`config.mk`:
```
export PLATFORM = sky130hd
export DESIGN_NAME = ram_arbiter
export DESIGN_NICKNAME = d
export VERILOG_FILES = /design/src/rtl/ram_ctrl_pkg.sv /design/src/rtl/rr_arbiter2.sv /design/src/rtl/ram_arbiter.sv
export SDC_FILE = /design/constraint.sdc
export NUM_CORES = 1
export LEC_CHECK = 0
export ABC_AREA = 1
export CORE_ASPECT_RATIO = 2
export CORE_MARGIN = 2
export CORE_UTILIZATION = 40
export DETAILED_ROUTE_END_ITERATION = 16
export GPL_TIMING_DRIVEN = 1
export PLACE_DENSITY = 0.83
export SETUP_SLACK_MARGIN = 0.1
export SYNTH_ARGS = -nofsm -noshare
export SYNTH_HDL_FRONTEND = slang
export SYNTH_SLANG_ARGS = --single-unit
```
`constraint.sdc`:
```
create_clock -name CLK -period 1.9 [get_ports CLK]
set_clock_uncertainty 0.2 [all_clocks]
set_input_delay 0.19 -clock CLK [delete_from_list [all_inputs] [get_ports CLK]]
set_output_delay 0.19 -clock CLK [all_outputs]
set_load 0.05 [all_outputs]
```
`src/rtl/ram_ctrl_pkg.sv`:
```
// Shared types and defaults for the two-requester RAM controller.
package ram_ctrl_pkg;

  localparam int unsigned DEF_ADDR_WIDTH = 4;
  localparam int unsigned DEF_MEM_DEPTH  = 8;
  localparam int unsigned DEF_MEM_WIDTH  = 16;
  localparam int unsigned NUM_REQ        = 2;

  typedef enum logic {
    INIT,
    ARB
  } state_e;

  // Travels alongside each accepted request until its response is issued.
  typedef struct packed {
    logic id;
    logic err;
    logic is_read;
  } tag_t;

endpackage

```
`src/rtl/rr_arbiter2.sv`:
```
// Two-way round-robin arbiter: combinational grant, registered priority pointer.
module rr_arbiter2
  import ram_ctrl_pkg::*;
(
  input  logic               CLK,
  input  logic               RST,
  input  logic [NUM_REQ-1:0] req,
  output logic [NUM_REQ-1:0] grant
);

  logic rr_q, rr_d;

  // Single requester wins outright; on a tie the pointer decides.
  always_comb begin
    grant = req;
    if (req == 2'b11) grant = rr_q ? 2'b10 : 2'b01;
  end

  // After any grant, priority moves to the other requester.
  always_comb begin
    rr_d = rr_q;
    if (grant[0])      rr_d = 1'b1;
    else if (grant[1]) rr_d = 1'b0;
  end

  // Pointer register.
  always_ff @(posedge CLK or posedge RST) begin
    if (RST) rr_q <= 1'b0;
    else     rr_q <= rr_d;
  end

endmodule

```
`src/rtl/ram_arbiter.sv`:
```
// Clears the RAM after reset, then shares it between two requesters with
// round-robin arbitration and in-order, fixed-latency responses.
module ram_arbiter
  import ram_ctrl_pkg::*;
#(
  parameter int unsigned          ADDR_WIDTH = DEF_ADDR_WIDTH,
  parameter int unsigned          MEM_DEPTH  = DEF_MEM_DEPTH,
  parameter int unsigned          MEM_WIDTH  = DEF_MEM_WIDTH,
  parameter logic [MEM_WIDTH-1:0] INIT_VALUE = '0
) (
  input  logic                          CLK,
  input  logic                          RST,
  input  logic [NUM_REQ-1:0]            ReqValid,
  output logic [NUM_REQ-1:0]            ReqReady,
  input  logic [NUM_REQ-1:0]            ReqWrEn,
  input  logic [NUM_REQ*ADDR_WIDTH-1:0] ReqAddr,
  input  logic [NUM_REQ*MEM_WIDTH-1:0]  ReqWrData,
  output logic [NUM_REQ-1:0]            RspValid,
  output logic [MEM_WIDTH-1:0]          RspRdData,
  output logic                          RspErr,
  output logic                          InitDone,
  output logic                          WrEn,
  output logic                          RdEn,
  output logic [ADDR_WIDTH-1:0]         address,
  output logic [MEM_WIDTH-1:0]          WrData,
  input  logic [MEM_WIDTH-1:0]          RdData
);

  localparam int unsigned CntW = (MEM_DEPTH > 1) ? $clog2(MEM_DEPTH) : 1;
  localparam logic [ADDR_WIDTH:0] DepthLim = (ADDR_WIDTH + 1)'(MEM_DEPTH);

  state_e                state_q, state_d;
  logic [CntW-1:0]       cnt_q, cnt_d;
  logic                  wr_en_q, wr_en_d, rd_en_q, rd_en_d;
  logic [ADDR_WIDTH-1:0] addr_q, addr_d;
  logic [MEM_WIDTH-1:0]  wdata_q, wdata_d;
  logic                  t1_vld_q, t1_vld_d, t2_vld_q;
  tag_t                  t1_q, t1_d, t2_q;
  logic [NUM_REQ-1:0]    rsp_valid_q, rsp_valid_d;
  logic [MEM_WIDTH-1:0]  rsp_data_q, rsp_data_d;
  logic                  rsp_err_q, rsp_err_d;

  logic [NUM_REQ-1:0]    arb_req, grant;
  logic                  sel, sel_we, in_range;
  logic [ADDR_WIDTH-1:0] sel_addr;
  logic [MEM_WIDTH-1:0]  sel_wdata;

  // Requesters are ignored entirely until the clear has finished.
  assign arb_req = (state_q == ARB) ? ReqValid : '0;

  rr_arbiter2 u_arb (
    .CLK   (CLK),
    .RST   (RST),
    .req   (arb_req),
    .grant (grant)
  );

  // Mux the granted requester's command.
  assign sel       = grant[1];
  assign sel_we    = ReqWrEn[sel];
  assign sel_addr  = sel ? ReqAddr[2*ADDR_WIDTH-1:ADDR_WIDTH] : ReqAddr[ADDR_WIDTH-1:0];
  assign sel_wdata = sel ? ReqWrData[2*MEM_WIDTH-1:MEM_WIDTH] : ReqWrData[MEM_WIDTH-1:0];
  assign in_range  = {1'b0, sel_addr} < DepthLim;

  // Next-state: FSM, clear counter, RAM command and tag/response pipeline.
  always_comb begin
    state_d  = state_q;
    cnt_d    = cnt_q;
    wr_en_d  = 1'b0;
    rd_en_d  = 1'b0;
    addr_d   = addr_q;
    wdata_d  = wdata_q;
    t1_vld_d = 1'b0;
    t1_d     = '0;

    unique case (state_q)
      INIT: begin
        wr_en_d = 1'b1;
        addr_d  = ADDR_WIDTH'(cnt_q);
        wdata_d = INIT_VALUE;
        cnt_d   = cnt_q + CntW'(1);
        if (cnt_q == CntW'(MEM_DEPTH - 1)) begin
          state_d = ARB;
          cnt_d   = '0;
        end
      end
      ARB: begin
        if (|grant) begin
          t1_vld_d = 1'b1;
          t1_d     = '{id: sel, err: !in_range, is_read: !sel_we};
          // Out-of-range requests still take a pipeline slot but never reach the RAM.
          if (in_range) begin
            addr_d  = sel_addr;
            wdata_d = sel_wdata;
            wr_en_d = sel_we;
            rd_en_d = !sel_we;
          end
        end
      end
      default: state_d = INIT;
    endcase

    rsp_valid_d = t2_vld_q ? (NUM_REQ'(1) << t2_q.id) : '0;
    rsp_err_d   = t2_vld_q && t2_q.err;
    rsp_data_d  = (t2_vld_q && t2_q.is_read && !t2_q.err) ? RdData : '0;
  end

  // State registers; reset discards any in-flight tags.
  always_ff @(posedge CLK or posedge RST) begin
    if (RST) begin
      state_q     <= INIT;
      cnt_q       <= '0;
      wr_en_q     <= 1'b0;
      rd_en_q     <= 1'b0;
      addr_q      <= '0;
      wdata_q     <= '0;
      t1_vld_q    <= 1'b0;
      t1_q        <= '0;
      t2_vld_q    <= 1'b0;
      t2_q        <= '0;
      rsp_valid_q <= '0;
      rsp_data_q  <= '0;
      rsp_err_q   <= 1'b0;
    end else begin
      state_q     <= state_d;
      cnt_q       <= cnt_d;
      wr_en_q     <= wr_en_d;
      rd_en_q     <= rd_en_d;
      addr_q      <= addr_d;
      wdata_q     <= wdata_d;
      t1_vld_q    <= t1_vld_d;
      t1_q        <= t1_d;
      t2_vld_q    <= t1_vld_q;
      t2_q        <= t1_q;
      rsp_valid_q <= rsp_valid_d;
      rsp_data_q  <= rsp_data_d;
      rsp_err_q   <= rsp_err_d;
    end
  end

  assign ReqReady  = grant;
  assign InitDone  = (state_q == ARB);
  assign WrEn      = wr_en_q;
  assign RdEn      = rd_en_q;
  assign address   = addr_q;
  assign WrData    = wdata_q;
  assign RspValid  = rsp_valid_q;
  assign RspRdData = rsp_data_q;
  assign RspErr    = rsp_err_q;

endmodule

```
==> flow_metrics.py, run 1 <==
metrics = {
    "status": {
        "outcome": "complete, no violations",
    },
    "layout": {
        "regArea_mm2": 0.00135,
        "nets": 445,
        "area_growth_pct": 54.1,
        "fin_util_pct": 63.7,
        "n_antenna_cell": 0,
        "final_common_cell": "nand2_1",
        "drive_above_1_share_pct": 14.4,
        "final_cell_mix": "nand2_1 (95), clkdlybuf4s50_1 (61), dfrtp_1 (53), nand3_1 (35), inv_1 (28)",
        "n_fill_cell": 473,
        "multi_input_area_um2": 788,
    },
    "place": {
        "place.gp.congestion": 0.853,
        "hpwl_um": 4590,
        "port_buffers": 105,
    },
    "routing": {
        "firstDrtPassIters": 4,
        "routed_via_density": 4.77,
        "ant_nets": 0,
        "vias": 2112,
        "drc": 0,
        "routed_wirelength_um": 5930,
        "wire_per_inst_um": 13.4,
        "drt_iter0_drc": 104,
    },
    "power_and_ir_drop": {
        "p_seq_share_pct": 40.6,
        "leakagePower_nw": 2.07,
        "clockPowerShare_pct": 27.5,
        "p_int_w": 0.00216,
        "swShare_pct": 34.2,
        "p_sw_w": 0.00112,
        "powerDensity_mw_per_mm2": 903,
        "vdd_drop_max_v": 0.000887,
        "p_comb_share_pct": 31.8,
    },
    "synth": {
        "synth.distinct_cells": 21,
        "ys_warn_count": 0,
        "syn-instance-count": 272,
        "synth_area_mm2": 0.00236,
        "synth-seq-cells": 54,
        "syn_nets": 336,
        "seq_area_frac_synth_pct": 57.2,
        "avgSynthCellArea_um2": 8.68,
    },
    "critical_path": {
        "path_class": "in2out",
        "cp_max_fo": 9,
        "worstPathArrival_ns": 1.34,
        "start_kind": "input pin",
        "crit_path_end_kind": "primary output",
        "required_ns": 1.51,
    },
    "global_routing": {
        "grt_use_total_pct": 18.9,
        "grt_pass1_vias": 2116,
        "gr-total-overflow": 0,
        "antenna_found_initial": 0,
        "grt_max_degree": 55,
        "grt_pass1_wl_um": 9520,
    },
    "die": {
        "start_util_pct": 41.4,
        "rows": 39,
        "pin_count": 106,
        "die_w_um": 58.3,
        "fp.coreArea_mm2": 0.00571,
        "dieArea_mm2": 0.00657,
        "die_y_um": 113,
    },
    "sta": {
        "tightest_slew_ns": 0.619,
        "relSlewSlack_pct": 58.6,
        "period_needed_ns": 1.73,
        "tns_ns": 0,
        "slew_violations": 0,
        "rsz0062_at_grt": "true",
        "hold_viol": 0,
        "period_share_pct": 90.9,
        "final-setup-viol-count": 0,
        "max_freq_ghz": 0.579,
    },
    "worst_hold_path": {
        "holdCritPathClass": "in2async",
    },
    "cts": {
        "clk_pin_slew_ns": 0.07,
        "cts-root-buf": "clkbuf_16",
        "tritoncts.num_buffers": 5,
        "h-tree-depth": 2,
        "cts_sinks": 54,
        "cts_hold_buf": 0,
        "clockBufferDepth": 2,
        "post_cts.repair.setup_buffers": 0,
        "insertion_delay_ns": 0.28,
        "cts_tree": "yes",
    },
    "flow_run": {
        "maxCapViolCount": 0,
    },
}
-- Yosys cell counts --
cell type	n	area, um2
nand2_1	95	357
dfrtp_1	54	1350
nand3_1	35	175
inv_1	30	113
nor2_1	20	75.1
nand3_2	9	90.1
buf_2	6	30.0
a21oi_1	3	15.0
buf_4	3	22.5
buf_6	2	22.5
clkbuf_1	2	7.51
ha_1	2	25.0
inv_2	2	7.51
nand2_2	2	12.5
and2_1	1	6.26
buf_1	1	3.75
buf_8	1	15.0
nand2_4	1	11.3
nand3b_1	1	7.51
nor2_2	1	6.26
o21bai_1	1	7.51
-- power by group through the flow --
stage / combinational, W / sequential (W) / clock, W
2_1_floorplan: 0.000275 / 0.00173 / 0
3_3_place_gp: 0.00107 / 0.00135 / 0
3_5_place_dp: 0.00109 / 0.00136 / 0
4_1_cts: 0.00106 / 0.00133 / 0.000920
5_1_grt: 0.00111 / 0.00135 / 0.000973
6_report: 0.00105 / 0.00133 / 0.000905
-- worst max-delay path, cell delays in order --
cell             delay, ns
clkdlybuf4s50_1       0.49
nand2_1               0.09
inv_2                 0.10
nand2_4               0.09
inv_2                 0.10
buf_6                 0.14
buf_12                0.14
-- state kept, by name (all words and copies together), names as in the netlist --
name        flops
t1_q            3
u_arb.rr_q      1
RspRdData      16
RspErr          1
address         4
t1_vld_q        1
cnt_q           3
WrData         16
WrEn            1
RdEn            1
RspValid        2
t2_q            3
t2_vld_q        1
InitDone        1
-- kinds of logic after synthesis --
logic type / share of synthesized area, %
simple gates: 31.4
compound gates: 0.954
fa+ha+maj: 1.06
flops: 57.2
buf+inv: 9.38
-- layer usage --
| layer | routed length [um] | vias to the layer above | GRT usage, % |
|---|---|---|---|
| li1 | - | 1044 | - |
| met1 | 2100 | 987 | 20.3 |
| met2 | 3410 | 67 | 35.4 |
| met3 | 239 | 14 | 2.30 |
| met4 | 190 | 0 | 7.91 |
| met5 | 0 | - | 0 |
-- area by class of cell --
cell class	count	share of cell area (%)
clock buffer	6	3.82
clock inverter	2	0.344
inverter	32	3.30
multi-input combinational	171	21.7
sequential	54	37.2
tap	61	2.10
timing repair buffer	117	31.6
-- worst paths after layout --
kind	cells after the start	to	start	slack (ns)
max in group asynchronous	3	InitDone	RST	1.18
max reg2reg	8	WrData[5]	InitDone	0.38
min reg2reg	0	t2_q[2]	t1_q[2]	0.15
max	7	ReqReady[1]	ReqValid[1]	0.17
min	3	WrData[13]	RST	0.08
min in group CLK	0	t2_q[2]	t1_q[2]	0.15
-- through the flow --
| step | setup WS (ns) | std cells | hold WS [ns] | cell area (um2) | total power, W |
|---|---|---|---|---|---|
| floorplan | 0.0774 | 272 | 0.0962 | 2360 | 0.00200 |
| global placement | 0.137 | 435 | 0.132 | 3500 | 0.00243 |
| detailed placement | 0.0719 | 435 | 0.136 | 3500 | 0.00245 |
| CTS | 0.100 | 443 | 0.0867 | 3630 | 0.00331 |
| global route | 0.0957 | 443 | 0.117 | 3640 | 0.00343 |
| finish | 0.173 | 443 | 0.0798 | 3640 | 0.00328 |
-- timing repair --
item                                    CTS  global route
endpoints found under the hold margin     0             0
cloned                                    0             0
pin swaps                                 0             0
gates resized for setup                  23             6
endpoints found under the setup margin   23             6
Note: power is estimated with default switching activity, not from simulation.
==> run 2, diff against run 1 <==
CTS_CLUSTER_SIZE = 40   (was default)
==> results of run 2 <==
No change in the layout: final DEF, timing and power equal those of run 1.
==> run 3, diff against run 2 <==
CORE_ASPECT_RATIO = 1.2   (was 2)
==> run 3 against run 2 <==
Combinational power hardly changed. Core utilization hardly changed. Fmax is 1.1% higher. Register-to-register slack worse by 0.12 ns. Cell area is 0.65% lower. Critical path type unchanged. Largest cell class unchanged. Largest power group unchanged.
==> flow_metrics.py, run 3 (same netlist as run 1, synthesis figures left out) <==
metrics = {
    "global_routing": {
        "gr-total-overflow": 0,
        "grt_pass1_vias": 2041,
        "grt_pass1_wl_um": 9090,
        "grt_use_total_pct": 18.0,
        "antenna_found_initial": 0,
        "grt_max_degree": 55,
    },
    "die": {
        "start_util_pct": 41.7,
        "rows": 30,
        "fp.coreArea_mm2": 0.00567,
        "dieArea_mm2": 0.00654,
        "die_y_um": 88.2,
        "pin_count": 106,
        "die_w_um": 74.1,
    },
    "routing": {
        "drt_iter0_drc": 125,
        "ant_nets": 0,
        "vias": 2083,
        "drc": 0,
        "firstDrtPassIters": 4,
        "routed_wirelength_um": 5700,
        "wire_per_inst_um": 12.4,
        "routed_via_density": 4.53,
    },
    "sta": {
        "period_needed_ns": 1.71,
        "rsz0062_at_grt": "false",
        "final-setup-viol-count": 0,
        "slew_violations": 0,
        "relSlewSlack_pct": 60.3,
        "tightest_slew_ns": 0.593,
        "max_freq_ghz": 0.585,
        "tns_ns": 0,
        "hold_viol": 0,
        "period_share_pct": 89.9,
    },
    "place": {
        "hpwl_um": 4290,
        "place.gp.congestion": 0.815,
        "port_buffers": 105,
    },
    "critical_path": {
        "required_ns": 1.51,
        "crit_path_end_kind": "primary output",
        "cp_max_fo": 5,
        "worstPathArrival_ns": 1.32,
        "r2r.worst_path.cells": 9,
        "path_class": "in2out",
        "start_kind": "input pin",
    },
    "power_and_ir_drop": {
        "powerDensity_mw_per_mm2": 865,
        "power_w": 0.00313,
        "leakagePower_nw": 2.01,
        "vdd_drop_max_v": 0.000428,
    },
    "status": {
        "outcome": "complete, no violations",
    },
    "worst_hold_path": {
        "holdCritPathClass": "in2async",
    },
    "layout": {
        "final_cell_mix": "nand2_1 (95), clkdlybuf4s50_1 (61), dfrtp_1 (53), nand3_1 (35), inv_1 (29)",
        "area_growth_pct": 53.1,
        "n_antenna_cell": 0,
        "final_common_cell": "nand2_1",
        "nets": 444,
        "n_fill_cell": 482,
        "drive_above_1_share_pct": 13.7,
    },
    "cts": {
        "h-tree-depth": 2,
        "cts-root-buf": "clkbuf_8",
        "cts_tree": "yes",
        "clk_pin_slew_ns": 0.09,
        "tritoncts.num_buffers": 5,
        "cts_hold_buf": 0,
        "insertion_delay_ns": 0.29,
        "cts_sinks": 54,
        "clockBufferDepth": 2,
    },
    "flow_run": {
        "maxCapViolCount": 0,
    },
}
-- run 3: cell count changes in the layout (fill, tap and decap cells not counted), sizes merged --
cell	before	now
dlygate4sd2	22	28
bufinv	0	1
dlymetal6s2s	5	0
clkinvlp	1	0
clkinv	1	0
buf	29	27
-- run 3: per-stage QoR --
| stage | std cells | hold slack [ns] | utilization, % | area, um2 | setup WS [ns] |
|---|---|---|---|---|---|
| after global placement | 452 | 0.132 | 62.1 | 3520 | 0.146 |
| after CTS | 460 | 0.0652 | 63.6 | 3610 | 0.126 |
| after global routing | 460 | 0.0703 | 63.8 | 3610 | 0.108 |
| final | 460 | 0.0536 | 63.8 | 3610 | 0.191 |
| after detailed placement | 452 | 0.135 | 62.1 | 3520 | 0.0971 |
| after floorplan | 272 | 0.0962 | - | 2360 | 0.0774 |
-- run 3: final timing paths --
kind | startpoint | endpoint | slack, ns
max in group asynchronous | RST | InitDone | 1.20
worst min register to register | t1_vld_q | t2_vld_q | 0.15
worst max-delay path | ReqValid[1] | ReqReady[1] | 0.19
worst max register to register | InitDone | WrData[4] | 0.26
worst min-delay path | RST | WrData[13] | 0.05
min in group CLK | t1_vld_q | t2_vld_q | 0.15
-- run 3: what timing repair did --
action | CTS | global route
gates resized for setup | 28 | 2
pin swaps | 1 | 0
setup buffers | 1 | 0
setup endpoints to repair | 29 | 2
cloned | 0 | 0
-- run 3: area by class of cell --
class	instances	area [um2]	area share [%]
multi-input combinational	171	792	21.9
sequential	54	1350	37.4
inverter	32	120	3.32
timing repair buffer	116	1140	31.5
tap	80	100	2.77
clock inverter	1	30.0	0.831
clock buffer	6	82.6	2.28
-- run 3: worst max-delay path: stages --
cell and delay (ns):
clkdlybuf4s50_1 0.50, nand2_1 0.09, inv_2 0.10, nand2_4 0.05, inv_1 0.12, buf_6 0.14
buf_12 0.13
-- run 3: layer usage --
metal | global-route usage, % | share of wire (%) | vias to the layer above
li1 | - | - | 1038
met5 | 0 | 0 | -
met1 | 21.4 | 41 | 974
met2 | 32.1 | 52 | 69
met4 | 4.46 | 0.42 | 0
met3 | 4.83 | 6.3 | 2
-- run 3: where the power goes --
| part | internal, W | switching [W] | total, W |
|---|---|---|---|
| Sequential | 0.00127 | 0.0000603 | 0.00133 |
| Combinational | 0.000365 | 0.000673 | 0.00104 |
| Clock | 0.000422 | 0.000337 | 0.000759 |
| Total | 0.00206 | 0.00107 | 0.00313 |
